--- src/rtl/asm18_mem_pkg.sv ---
// Shared types and sizes for the ASM18 memory port arbiter.
package asm18_mem_pkg;

  localparam int WORD_SIZE = 18;
  localparam int ADDR_SIZE = 10;

  // Identifies which master owns an access.
  typedef logic master_id_t;

  localparam master_id_t MASTER_0 = 1'b0;
  localparam master_id_t MASTER_1 = 1'b1;

  // One entry of the read-return pipeline.
  typedef struct packed {
    logic       valid;
    master_id_t id;
  } rd_tag_t;

  localparam rd_tag_t RD_TAG_IDLE = '{valid: 1'b0, id: MASTER_0};

  // True when a returning tag belongs to the given master.
  function automatic logic tag_hit(input rd_tag_t tag, input master_id_t id);
    return tag.valid && (tag.id == id);
  endfunction

endpackage

--- src/rtl/mem_port_arbiter_if.sv ---
// Bundle of both master ports plus the single RAM port around the arbiter.
interface mem_port_arbiter_if #(
  parameter int WORD_SIZE = asm18_mem_pkg::WORD_SIZE,
  parameter int ADDR_SIZE = asm18_mem_pkg::ADDR_SIZE
);

  logic                 m0_req;
  logic                 m0_we;
  logic [ADDR_SIZE-1:0] m0_addr;
  logic [WORD_SIZE-1:0] m0_wdata;
  logic                 m0_ack;
  logic                 m0_rvalid;
  logic [WORD_SIZE-1:0] m0_rdata;

  logic                 m1_req;
  logic                 m1_we;
  logic [ADDR_SIZE-1:0] m1_addr;
  logic [WORD_SIZE-1:0] m1_wdata;
  logic                 m1_ack;
  logic                 m1_rvalid;
  logic [WORD_SIZE-1:0] m1_rdata;

  logic                 m0_exclusive;

  logic [ADDR_SIZE-1:0] mem_address;
  logic [WORD_SIZE-1:0] mem_write;
  logic                 mem_wren;
  logic [WORD_SIZE-1:0] mem_read;

  // Everything surrounding the arbiter: the two masters and the RAM.
  modport master (
    output m0_req, m0_we, m0_addr, m0_wdata, m0_exclusive,
    output m1_req, m1_we, m1_addr, m1_wdata,
    output mem_read,
    input  m0_ack, m0_rvalid, m0_rdata,
    input  m1_ack, m1_rvalid, m1_rdata,
    input  mem_address, mem_write, mem_wren
  );

  // The arbiter itself.
  modport slave (
    input  m0_req, m0_we, m0_addr, m0_wdata, m0_exclusive,
    input  m1_req, m1_we, m1_addr, m1_wdata,
    input  mem_read,
    output m0_ack, m0_rvalid, m0_rdata,
    output m1_ack, m1_rvalid, m1_rdata,
    output mem_address, mem_write, mem_wren
  );

endinterface

--- src/rtl/rd_tag_pipe.sv ---
// Delay line carrying (valid, master id) for each issued read so the tag
// lines up with the RAM data RD_LATENCY cycles later.
module rd_tag_pipe
  import asm18_mem_pkg::*;
#(
  parameter int RD_LATENCY = 1
) (
  input  logic    clk_50M,
  input  logic    reset_n,
  input  rd_tag_t tag_in,
  output rd_tag_t tag_out
);

  rd_tag_t stage_r [RD_LATENCY];

  // Shift tags one stage per cycle; reset drops every in-flight read.
  always_ff @(posedge clk_50M) begin
    if (!reset_n) begin
      for (int i = 0; i < RD_LATENCY; i++) begin
        stage_r[i] <= RD_TAG_IDLE;
      end
    end else begin
      stage_r[0] <= tag_in;
      for (int i = 1; i < RD_LATENCY; i++) begin
        stage_r[i] <= stage_r[i-1];
      end
    end
  end

  assign tag_out = stage_r[RD_LATENCY-1];

endmodule

--- src/rtl/mem_port_arbiter.sv ---
// Two-master round-robin arbiter in front of a single-port RAM. The grant,
// ack and RAM command are combinational in the grant cycle; read data is
// steered back to its owner by the tag pipeline.
module mem_port_arbiter #(
  parameter int WORD_SIZE  = asm18_mem_pkg::WORD_SIZE,
  parameter int ADDR_SIZE  = asm18_mem_pkg::ADDR_SIZE,
  parameter int RD_LATENCY = 1
) (
  input  logic              clk_50M,
  input  logic              reset_n,
  mem_port_arbiter_if.slave bus
);

  import asm18_mem_pkg::*;

  master_id_t           prio_r;
  master_id_t           prio_next_s;
  logic                 grant0_s;
  logic                 grant1_s;
  logic [ADDR_SIZE-1:0] addr_r;
  logic [ADDR_SIZE-1:0] addr_s;
  logic [WORD_SIZE-1:0] wdata_r;
  logic [WORD_SIZE-1:0] wdata_s;
  logic                 wren_s;
  rd_tag_t              tag_in_s;
  rd_tag_t              tag_out_s;
  logic                 rvalid0_s;
  logic                 rvalid1_s;
  logic [WORD_SIZE-1:0] rdata0_r;
  logic [WORD_SIZE-1:0] rdata1_r;

  // Choose at most one winner; a lone requester always wins, and nothing
  // is granted while reset is held.
  always_comb begin
    grant0_s = 1'b0;
    grant1_s = 1'b0;
    if (!reset_n) begin
      grant0_s = 1'b0;
      grant1_s = 1'b0;
    end else if (bus.m0_req && (bus.m0_exclusive || !bus.m1_req || prio_r == MASTER_0)) begin
      grant0_s = 1'b1;
    end else if (bus.m1_req) begin
      grant1_s = 1'b1;
    end else begin
      grant0_s = 1'b0;
      grant1_s = 1'b0;
    end
  end

  // Build the RAM command, read tag and next priority from the winner;
  // address and write data hold their last values when idle.
  always_comb begin
    addr_s      = addr_r;
    wdata_s     = wdata_r;
    wren_s      = 1'b0;
    tag_in_s    = RD_TAG_IDLE;
    prio_next_s = prio_r;
    if (grant0_s) begin
      addr_s      = bus.m0_addr;
      wdata_s     = bus.m0_wdata;
      wren_s      = bus.m0_we;
      tag_in_s    = '{valid: ~bus.m0_we, id: MASTER_0};
      prio_next_s = bus.m0_exclusive ? prio_r : MASTER_1;
    end else if (grant1_s) begin
      addr_s      = bus.m1_addr;
      wdata_s     = bus.m1_wdata;
      wren_s      = bus.m1_we;
      tag_in_s    = '{valid: ~bus.m1_we, id: MASTER_1};
      prio_next_s = MASTER_0;
    end else begin
      addr_s      = addr_r;
      wdata_s     = wdata_r;
      wren_s      = 1'b0;
      tag_in_s    = RD_TAG_IDLE;
      prio_next_s = prio_r;
    end
  end

  // Round-robin pointer and the held RAM address/data.
  always_ff @(posedge clk_50M) begin
    if (!reset_n) begin
      prio_r  <= MASTER_0;
      addr_r  <= {ADDR_SIZE{1'b0}};
      wdata_r <= {WORD_SIZE{1'b0}};
    end else begin
      prio_r  <= prio_next_s;
      addr_r  <= addr_s;
      wdata_r <= wdata_s;
    end
  end

  rd_tag_pipe #(
    .RD_LATENCY(RD_LATENCY)
  ) u_rd_tag_pipe (
    .clk_50M (clk_50M),
    .reset_n (reset_n),
    .tag_in  (tag_in_s),
    .tag_out (tag_out_s)
  );

  // Gating with reset_n keeps a read caught by reset from ever returning.
  assign rvalid0_s = reset_n && tag_hit(tag_out_s, MASTER_0);
  assign rvalid1_s = reset_n && tag_hit(tag_out_s, MASTER_1);

  // Remember each master's last returned word between rvalid pulses.
  always_ff @(posedge clk_50M) begin
    if (!reset_n) begin
      rdata0_r <= {WORD_SIZE{1'b0}};
      rdata1_r <= {WORD_SIZE{1'b0}};
    end else begin
      if (rvalid0_s) begin
        rdata0_r <= bus.mem_read;
      end
      if (rvalid1_s) begin
        rdata1_r <= bus.mem_read;
      end
    end
  end

  assign bus.m0_ack      = grant0_s;
  assign bus.m1_ack      = grant1_s;
  assign bus.mem_address = addr_s;
  assign bus.mem_write   = wdata_s;
  assign bus.mem_wren    = wren_s;
  assign bus.m0_rvalid   = rvalid0_s;
  assign bus.m1_rvalid   = rvalid1_s;
  assign bus.m0_rdata    = rvalid0_s ? bus.mem_read : rdata0_r;
  assign bus.m1_rdata    = rvalid1_s ? bus.mem_read : rdata1_r;

endmodule

--- src/flat_wrapper.sv ---
// flat-port wrapper written by rule: the top's interface ports become plain ports
module mem_port_arbiter_flat import asm18_mem_pkg::*;
#(
  parameter int WORD_SIZE  = asm18_mem_pkg::WORD_SIZE,
  parameter int ADDR_SIZE  = asm18_mem_pkg::ADDR_SIZE,
  parameter int RD_LATENCY = 1
)
  (clk_50M, reset_n, bus_m0_req, bus_m0_we, bus_m0_addr, bus_m0_wdata, bus_m0_exclusive, bus_m1_req, bus_m1_we, bus_m1_addr, bus_m1_wdata, bus_mem_read, bus_m0_ack, bus_m0_rvalid, bus_m0_rdata, bus_m1_ack, bus_m1_rvalid, bus_m1_rdata, bus_mem_address, bus_mem_write, bus_mem_wren);
  mem_port_arbiter_if #(.WORD_SIZE(WORD_SIZE), .ADDR_SIZE(ADDR_SIZE)) bus_i ();
  input  logic clk_50M;
  input  logic reset_n;
  input wire logic [$bits(bus_i.m0_req)-1:0] bus_m0_req;
  input wire logic [$bits(bus_i.m0_we)-1:0] bus_m0_we;
  input wire logic [$bits(bus_i.m0_addr)-1:0] bus_m0_addr;
  input wire logic [$bits(bus_i.m0_wdata)-1:0] bus_m0_wdata;
  input wire logic [$bits(bus_i.m0_exclusive)-1:0] bus_m0_exclusive;
  input wire logic [$bits(bus_i.m1_req)-1:0] bus_m1_req;
  input wire logic [$bits(bus_i.m1_we)-1:0] bus_m1_we;
  input wire logic [$bits(bus_i.m1_addr)-1:0] bus_m1_addr;
  input wire logic [$bits(bus_i.m1_wdata)-1:0] bus_m1_wdata;
  input wire logic [$bits(bus_i.mem_read)-1:0] bus_mem_read;
  output wire logic [$bits(bus_i.m0_ack)-1:0] bus_m0_ack;
  output wire logic [$bits(bus_i.m0_rvalid)-1:0] bus_m0_rvalid;
  output wire logic [$bits(bus_i.m0_rdata)-1:0] bus_m0_rdata;
  output wire logic [$bits(bus_i.m1_ack)-1:0] bus_m1_ack;
  output wire logic [$bits(bus_i.m1_rvalid)-1:0] bus_m1_rvalid;
  output wire logic [$bits(bus_i.m1_rdata)-1:0] bus_m1_rdata;
  output wire logic [$bits(bus_i.mem_address)-1:0] bus_mem_address;
  output wire logic [$bits(bus_i.mem_write)-1:0] bus_mem_write;
  output wire logic [$bits(bus_i.mem_wren)-1:0] bus_mem_wren;
  assign bus_i.m0_req = bus_m0_req;
  assign bus_i.m0_we = bus_m0_we;
  assign bus_i.m0_addr = bus_m0_addr;
  assign bus_i.m0_wdata = bus_m0_wdata;
  assign bus_i.m0_exclusive = bus_m0_exclusive;
  assign bus_i.m1_req = bus_m1_req;
  assign bus_i.m1_we = bus_m1_we;
  assign bus_i.m1_addr = bus_m1_addr;
  assign bus_i.m1_wdata = bus_m1_wdata;
  assign bus_i.mem_read = bus_mem_read;
  assign bus_m0_ack = bus_i.m0_ack;
  assign bus_m0_rvalid = bus_i.m0_rvalid;
  assign bus_m0_rdata = bus_i.m0_rdata;
  assign bus_m1_ack = bus_i.m1_ack;
  assign bus_m1_rvalid = bus_i.m1_rvalid;
  assign bus_m1_rdata = bus_i.m1_rdata;
  assign bus_mem_address = bus_i.mem_address;
  assign bus_mem_write = bus_i.mem_write;
  assign bus_mem_wren = bus_i.mem_wren;
  mem_port_arbiter #(.WORD_SIZE(WORD_SIZE), .ADDR_SIZE(ADDR_SIZE), .RD_LATENCY(RD_LATENCY)) u_core (.clk_50M(clk_50M), .reset_n(reset_n), .bus(bus_i));
endmodule
--- config.mk ---
export PLATFORM = sky130hd
export DESIGN_NAME = mem_port_arbiter_flat
export DESIGN_NICKNAME = d
export VERILOG_FILES = /design/src/rtl/asm18_mem_pkg.sv /design/src/rtl/mem_port_arbiter_if.sv /design/src/rtl/rd_tag_pipe.sv /design/src/rtl/mem_port_arbiter.sv /design/src/flat_wrapper.sv
export SDC_FILE = /design/constraint.sdc
export NUM_CORES = 1
export LEC_CHECK = 0
export CAP_MARGIN = 10
export CORE_UTILIZATION = 45
export DETAILED_ROUTE_END_ITERATION = 10
export GPL_ROUTABILITY_DRIVEN = 0
export HOLD_SLACK_MARGIN = 0.06
export PLACE_DENSITY = 0.86
export RECOVER_POWER = 100
export SETUP_SLACK_MARGIN = 0.3
export SYNTH_ARGS = -nofsm -noshare
export SYNTH_HDL_FRONTEND = slang
export SYNTH_SLANG_ARGS = --single-unit
--- constraint.sdc ---
create_clock -name clk_50M -period 3.2 [get_ports clk_50M]
set_clock_uncertainty 0.2 [all_clocks]
set_input_delay 0.8 -clock clk_50M [delete_from_list [all_inputs] [get_ports clk_50M]]
set_output_delay 0.8 -clock clk_50M [all_outputs]
set_load 0.005 [all_outputs]
## Yosys cells after proc, flatten, opt, wreduce, memory -nomap -nowiden

Memories as Yosys holds them, arrays and structs flattened.
Cells that the tools add are included.

| word-level totals | value |
|---|---|
| register bits after elaboration | 65 |
| memory bits (writable) | 2 |
| input bits | 81 |
| memories | 1 |

Memory list:

| name | words | width | rd ports | clocked after memory_dff | wr ports | line | text |
|---|---|---|---|---|---|---|---|
| u_core.u_rd_tag_pipe.stage_r | 1 | 2 | 1 | 0 | 1 | rd_tag_pipe.sv:14 | `rd_tag_t stage_r [RD_LATENCY];` |

| cells by class | value |
|---|---|
| equal/unequal tests | 1 |
| muxes and demuxes | 22 |
| bitwise operators | 4 |
| reductions and logical operators | 11 |

Operator list:

| cell | number |
|---|---|
| 2-to-1 mux 18 bit | 4 |
| 2-to-1 mux 10 bit | 2 |
| 2-to-1 mux 1 bit | 13 |
| 2-to-1 mux 2 bit | 3 |
| logical AND 1 bit | 5 |
| inverter 1 bit | 4 |
| logical OR 1 bit | 2 |
| inequality test 2 bit (second input constant) | 1 |
| AND reduction 2 bit | 1 |
| nonzero test 2 bit | 1 |
| OR reduction 2 bit | 1 |
| logical NOT 1 bit | 1 |

## Depth between registers and ports, before layout

Gate-level depths: netlist of the first run.

| depth | value |
|---|---|
| depth after elaboration | 9 |
| mapped depth | 6 |

## Modules after synthesis

Synthesis of the first run repeated with hierarchy kept, for this count alone.

| second synthesis, totals | value |
|---|---|
| cell total of the unflattened synthesis | 390 |
| area, all modules | 3677.3 um2 |

Modules (own cells, without submodules):

| module | instances | cells an instance | area each (um2) |
|---|---|---|---|
| mem_port_arbiter | 1 | 386 | 3624.7 |
| rd_tag_pipe | 1 | 4 | 52.6 |

## Worst setup path before layout of the first run

No wires, ideal clock.

| timing | value |
|---|---|
| path type | input-to-output |
| from | in bus_m0_exclusive |
| to | out bus_mem_address[6] |
| arrival time | 1.616 ns |
| slack | 0.584 ns |
| stages on the path | 6 |
| cells stage by stage | nand3b_1 -> buf_2 -> buf_2 -> a21oi_1 -> o22ai_1 -> nand2_1 |

| on the way | value |
|---|---|
| cells in the longest elaborated chain, start to end | 7 |

Ends and longest elaborated chain:

| item | line | text |
|---|---|---|
| start: declaration | flat_wrapper.sv:16 | `input wire logic [$bits(bus_i.m0_exclusive)-1:0] bus_m0_exclusive;` |
| logical OR 1 bit (*) (2 in a row) | mem_port_arbiter.sv:40 | `end else if (bus.m0_req && (bus.m0_exclusive \|\| !bus.m1_req \|\| prio_r == MASTER_0)) begin` |
| logical AND 1 bit (*) | mem_port_arbiter.sv:40 |  |
| 2-to-1 mux 1 bit | mem_port_arbiter.sv:40 |  |
| 2-to-1 mux 1 bit | mem_port_arbiter.sv:37 | `if (!reset_n) begin` |
| 2-to-1 mux 10 bit | mem_port_arbiter.sv:64 | `end else if (grant1_s) begin` |
| 2-to-1 mux 10 bit (*) | mem_port_arbiter.sv:58 | `if (grant0_s) begin` |
| end: declaration | flat_wrapper.sv:28 | `output wire logic [$bits(bus_i.mem_address)-1:0] bus_mem_address;` |

Mark *: on every way between the ends. The rest lies on a longest branch, timed or not.

## Worst setup path in the final report of the first run

| timing | value |
|---|---|
| from | in bus_m1_req |
| to | out bus_mem_write[3] |

| on the way | value |
|---|---|
| cells in the longest elaborated chain, start to end | 8 |

Ends and longest elaborated chain:

| item | line | text |
|---|---|---|
| start: declaration | flat_wrapper.sv:17 | `input wire logic [$bits(bus_i.m1_req)-1:0] bus_m1_req;` |
| logical NOT 1 bit | mem_port_arbiter.sv:40 |  |
| logical OR 1 bit (2 in a row) | mem_port_arbiter.sv:40 |  |
| logical AND 1 bit | mem_port_arbiter.sv:40 |  |
| 2-to-1 mux 1 bit | mem_port_arbiter.sv:40 |  |
| 2-to-1 mux 1 bit | mem_port_arbiter.sv:37 |  |
| 2-to-1 mux 18 bit | mem_port_arbiter.sv:64 |  |
| 2-to-1 mux 18 bit (*) | mem_port_arbiter.sv:58 |  |
| end: declaration | flat_wrapper.sv:29 | `output wire logic [$bits(bus_i.mem_write)-1:0] bus_mem_write;` |

Marks and branches as above.

==> flow_summary.toml, run 1 <==
[sta]
hold_violations = 0
finalCriticalPeriod_ns = 3.16
setup_viol = 0
fmax_mhz = 317
fin_crit_sh_pct = 98.6
drv_slew = 0
tightestPinTransition_ns = 0.308
finalSetupTns_ns = 0
rsz0062_at_grt = "yes"
slew_headroom_pct = 79.2

[grt]
antenna_found_initial = 0
grt_pass1_wl_um = 20500
grt_start_max_net_pins = 39
grt_pass1_vias = 4108
track_usage_pct = 35.7
grt_overflow_total = 0

[routing]
dr.pass1.iters = 5
wl_um = 15900
drtAntennaViolNets = 0
vias_per_cell = 5.89
wl_per_cell_um = 22.2
num_vias = 4217
drc = 0
drt_iter0_drc = 289

[placement]
placed_area_um2 = 5200
dp_hpwl_um = 7040
dp_cells = 652
portBuffers = 149

[finish]
synthToLayoutAreaGrowth_pct = 84.4
multi_input_area_um2 = 2040
diodes = 0
nFillCells = 340
drive_above_1_share_pct = 36.1
final_cells = 716
nets = 696
seqCellArea_um2 = 1340
final_area_um2 = 6040

[worst_setup_path]
worstSetupPathType = "in -> out"
worst-path-buf-inv = 5
end_kind = "output port"
cp-start-kind = "primary input"
worstPathRequired_ns = 2.20
cp.arrival_ns = 2.16
crit_family = "buffers and inverters"
critPathMaxFanout = 5
cpPeakStageDelay_ns = 0.25
cpMaxStageDelayCell = "a21oi_1"
path_cells = "buf_2, nand3b_1, clkbuf_4, buf_6, buf_6, a21oi_1, o22ai_2, nand2_1, buf_2"

[run_status]
outcome = "finished clean"

[clocking]
cts_buffer_depth = 2
cts_hold_buf = 0
clkTransAtPathRegs_ns = 0.09
root_buffer = "clkbuf_8"
htree_levels = 3
cts.sink_count = 67
clock_latency_ns = 0.35
numCtsBuffers = 9
cts_tree = "built"

[yosys]
syn_inst = 387
synth_ff_type = "dfxtp_1"
ys_ff_latch = 67
synth_most_common_cell = "dfxtp_1"
yosysSeqAreaShare_pct = 41.0
yosys-top-cells-area = "dfxtp_1 (41%), mux2_2 (9.3%), a21oi_1 (8.7%)"
synth_cell_type_count = 26
syn_area_per_cell_um2 = 8.46
synth.largest_area_cell = "dfxtp_1"
ys_warn_count = 0
synth-edff-count = 0
postSynth.asyncResetShare_pct = 0
netlist_top_cells_count = "dfxtp_1 (67), nand2_1 (59), a21oi_1 (57), and2_1 (34), o22ai_1 (29)"
syn_nets = 468
synth_area_um2 = 3270
synth_top_area_share_pct = 41.0

[floorplan]
die-area_um2 = 7620
fp.dieW_um = 87.3
fp-row-count = 30
die_h_um = 87.3
ios = 150
start_util_pct = 47.4
coreArea_um2 = 6910

[worst_hold_path]
min_path_type = "reg -> reg"

[power]
cellLeakagePower_nw = 2.74
power_density_nw_per_um2 = 369
ir_drop_mv = 0.356

[run]
drv_cap = 0
placed cells by master, fill, tap and decap left out, types with 2 or more instances in the layout:
master           netlist  final
clkdlybuf4s50_1        0     77
dfxtp_1               67     67
buf_4                  0     55
nand2_1               59     38
a21oi_1               57     34
and2_1                34     32
clkbuf_1              17     29
o21ai_0               28     28
nor2b_1               28     25
buf_2                  9     23
o22ai_1               29     21
mux2_1                 0     17
mux2_2                27     15
nand2_2                0     14
buf_12                 1     14
buf_6                  2     14
a21oi_2                1     13
a21oi_4                0     11
clkbuf_8               0     10
dlygate4sd2_1          0     10
o22ai_2                0      8
nand2_4                0      7
clkbuf_2               2      6
buf_16                 0      5
buf_8                  0      5
inv_1                  4      4
mux2_4                 9      4
clkbuf_4               0      4
inv_6                  0      3
nor2b_2                0      3
clkdlybuf4s15_2        0      3
nand3b_1               2      2
and2_0                 0      2
and2_4                 2      2
nor2_1                 2      2
dlygate4sd3_1          0      2
clkdlybuf4s25_1        0      2
stage by stage:
| stage | power [W] | utilization (%) | hold slack, ns | setup WS, ns |
|---|---|---|---|---|
| after CTS | 0.00215 | 87.9 | 0.346 | 0.196 |
| after floorplan | 0.00108 | - | 0.316 | 0.584 |
| after detailed placement | 0.00136 | 75.3 | 0.335 | -0.477 |
| final | 0.00223 | 87.4 | 0.359 | 0.0436 |
| after global placement | 0.00135 | 75.3 | 0.325 | -0.415 |
| after global routing | 0.00229 | 87.4 | 0.392 | 0.0189 |
metal layers:
| layer | track usage, % | vias to the layer above | routed length (um) |
|---|---|---|---|
| li1 | - | 1793 | - |
| met1 | 36.2 | 1973 | 5500 |
| met2 | 65.4 | 343 | 7800 |
| met3 | 12.5 | 108 | 1610 |
| met4 | 16.1 | 0 | 1000 |
| met5 | 0 | - | 0 |
worst min-delay path: cells and delay by family (launching register included):
kind	cells	cell delay, ns
flops	1	0.32
compound gates	2	0.20
area by class of cell:
cell class	instances	area share, %
timing repair buffer	249	38.2
multi-input combinational	283	33.9
sequential	67	22.2
clock buffer	11	2.34
tap	96	1.99
clock inverter	5	0.994
inverter	5	0.394
state kept, by name (all words and copies together), names as in the netlist:
| register | flops |
|---|---|
| u_core.rdata0_r | 18 |
| u_core.rdata1_r | 18 |
| u_core.wdata_r | 18 |
| u_core.addr_r | 10 |
| u_core.u_rd_tag_pipe.stage_r | 2 |
| u_core.prio_r | 1 |
what timing repair did:
action / 4_1_cts / 5_1_grt
gates resized for setup: 320 / 64
buffers inserted: 29 / 10
endpoints found under the setup margin: 69 / 52
gates cloned: 9 / 0
pin swaps: 47 / 18
worst paths after layout:
kind	from	endpoint	slack, ns	cells past startpoint
setup / recovery	bus_m1_req	bus_mem_write[3]	0.04	9
hold / removal	u_core.wdata_r[9]	u_core.wdata_r[9]	0.36	2
setup reg to reg	u_core.prio_r	u_core.wdata_r[14]	0.93	13
hold reg to reg	u_core.wdata_r[9]	u_core.wdata_r[9]	0.36	2
report_power, final:
part	internal (W)	leakage, nW	switching, W	total, W
clock network	0.000386	0.100	0.000369	0.000755
logic	0.000322	2.10	0.000266	0.000588
registers	0.000867	0.547	0.0000205	0.000887
total	0.00157	2.74	0.000655	0.00223
kinds of logic after synthesis:
logic type	share of synthesized area [%]
multiplexers	13.4
buffers and inverters	5.62
flip-flops	41.0
AND/OR/NAND/NOR	20.7
AO/OA/AOI/OAI	19.3
(Power assumes the default switching activity.)
==> inputs of run 2 (changes only) <==
HOLD_SLACK_MARGIN = 0.03   (was 0.06)
==> results of run 2 <==
No change in the layout: final DEF, timing and power equal those of run 1.
==> inputs of run 3 (changes only) <==
CORE_UTILIZATION = 42   (was 45)
PLACE_DENSITY = 0.81   (was 0.86)
clock period = 3.4 ns   (was 3.2 ns; I/O delays follow)
==> run 3 against run 2 <==
Effect of this change: flip-flop and latch count stayed put; critical path type unchanged; worst hold slack worse by 0.0016 ns; first-iteration DRC count is 27% lower; sequential share of layout area up 0.88 points; final cell count shrank 1.3%; via count is 9.9% lower; largest power group unchanged.
==> flow_summary.toml, run 3 (synthesized netlist as in run 1, its figures left out) <==
[run_status]
outcome = "finished clean"

[power]
power_density_nw_per_um2 = 348
ir_drop_mv = 0.210
cellLeakagePower_nw = 2.58

[sta]
finalCriticalPeriod_ns = 3.26
fmax_mhz = 306
slew_headroom_pct = 79.8
tightestPinTransition_ns = 0.303
rsz0062_at_grt = "yes"
drv_slew = 0
setup_viol = 0
fin_crit_sh_pct = 96.0
hold_violations = 0

[clocking]
clock_latency_ns = 0.35
root_buffer = "clkbuf_8"
cts_hold_buf = 0
cts.sink_count = 67
clkTransAtPathRegs_ns = 0.08
htree_levels = 3
cts_buffer_depth = 2
cts_tree = "built"
numCtsBuffers = 9

[worst_hold_path]
min_path_type = "reg -> reg"
holdPathStages = 2
hold_path_startpoint = "u_core.wdata_r[16]"
holdPathEnd = "u_core.wdata_r[16]"

[routing]
drc = 0
wl_um = 12100
vias_per_cell = 5.37
num_vias = 3799
dr.pass1.iters = 5
drtAntennaViolNets = 0
drt_iter0_drc = 212
wl_per_cell_um = 17.1

[grt]
grt_start_max_net_pins = 38
grt_overflow_total = 0
track_usage_pct = 28.0
grt_pass1_wl_um = 18200
antenna_found_initial = 1
grt_pass1_vias = 3809

[floorplan]
die_h_um = 90.3
coreArea_um2 = 7410
fp.dieW_um = 90.3
die-area_um2 = 8150
ios = 150
fp-row-count = 31
start_util_pct = 44.2

[worst_setup_path]
cp.arrival_ns = 2.21
crit_path_start = "bus_m0_exclusive"
critPathMaxFanout = 4
worstPathRequired_ns = 2.35
reg2reg_to = "u_core.addr_r[6]"
rrSetupSlack_ns = 1.42
end_kind = "output port"
worstSetupPathType = "in -> out"
reg2reg_depth = 10
r2r-start = "u_core.prio_r"
cp-start-kind = "primary input"

[run]
drv_cap = 0

[placement]
placed_area_um2 = 5180
dp_hpwl_um = 6860
portBuffers = 149

[finish]
mostFrequentLayoutCells = "clkdlybuf4s50_1 (77), dfxtp_1 (67), nand2_1 (50)"
synthToLayoutAreaGrowth_pct = 77.5
reg_top3 = "u_core.rdata0_r (18), u_core.rdata1_r (18), u_core.wdata_r (18)"
final_common_cell = "clkdlybuf4s50_1"
nets = 683
final_area_um2 = 5810
final_core_util_pct = 78.4
drive_above_1_share_pct = 28.8
nFillCells = 483
-- run 3: critical path, cell delays in order --
cell,delay [ns]
buf_6,0.10
buf_6,0.11
nand2b_1,0.19
a21oi_4,0.24
buf_6,0.16
buf_12,0.09
clkbuf_2,0.19
o22ai_2,0.10
nand2_1,0.07
clkbuf_2,0.10
-- run 3: worst max-delay path by stage --
stage / cells past startpoint / slack (ns) / endpoint
finish: 10 / 0.14 / bus_mem_address[8]
global route: 10 / 0.1 / bus_mem_write[17]
CTS: 10 / 0.19 / bus_mem_write[2]
detailed placement: 7 / -0.44 / bus_mem_address[0]
global placement: 8 / -0.43 / bus_mem_write[3]
floorplan: 6 / 0.68 / bus_mem_address[6]
-- run 3: final cells by class --
type / count / area, um^2 / share of cell area [%]
antenna: 1 / 2.50 / 0.0431
clock buffer: 11 / 151 / 2.61
clock inverter: 5 / 61.3 / 1.06
inverter: 5 / 23.8 / 0.409
multi-input combinational: 283 / 1910 / 32.9
sequential: 67 / 1340 / 23.1
tap: 99 / 124 / 2.13
timing repair buffer: 236 / 2190 / 37.8
-- run 3: power by group --
group          switching [W]  internal (W)  leakage [nW]  total [W]
sequential         0.0000180      0.000816         0.547   0.000834
clock               0.000335      0.000380        0.0978   0.000715
combinational       0.000203      0.000269          1.94   0.000472
-- run 3: repair_timing --
item,CTS,global route
gates cloned,7,0
setup buffers,16,11
resized for setup,175,73
endpoints found under the setup margin,69,44
pin swaps,15,10
-- run 3: through the flow --
stage	setup TNS [ns]	instances	power [W]	setup slack, ns	hold WS (ns)
2_1_floorplan	0	387	0.00101	0.684	0.316
3_3_place_gp	-18.72	656	0.00127	-0.429	0.326
3_5_place_dp	-19.99	656	0.00128	-0.444	0.332
4_1_cts	0	695	0.00199	0.194	0.346
5_1_grt	0	707	0.00210	0.0950	0.372
6_report	0	707	0.00202	0.135	0.357
-- run 3: layer usage --
| metal | track usage [%] | vias up | share of wire [%] |
|---|---|---|---|
| li1 | - | 1775 | - |
| met1 | 32.0 | 1760 | 40 |
| met3 | 6.57 | 46 | 7.1 |
| met2 | 49.3 | 218 | 49 |
| met4 | 13.2 | 0 | 4.3 |
| met5 | 0 | - | 0 |
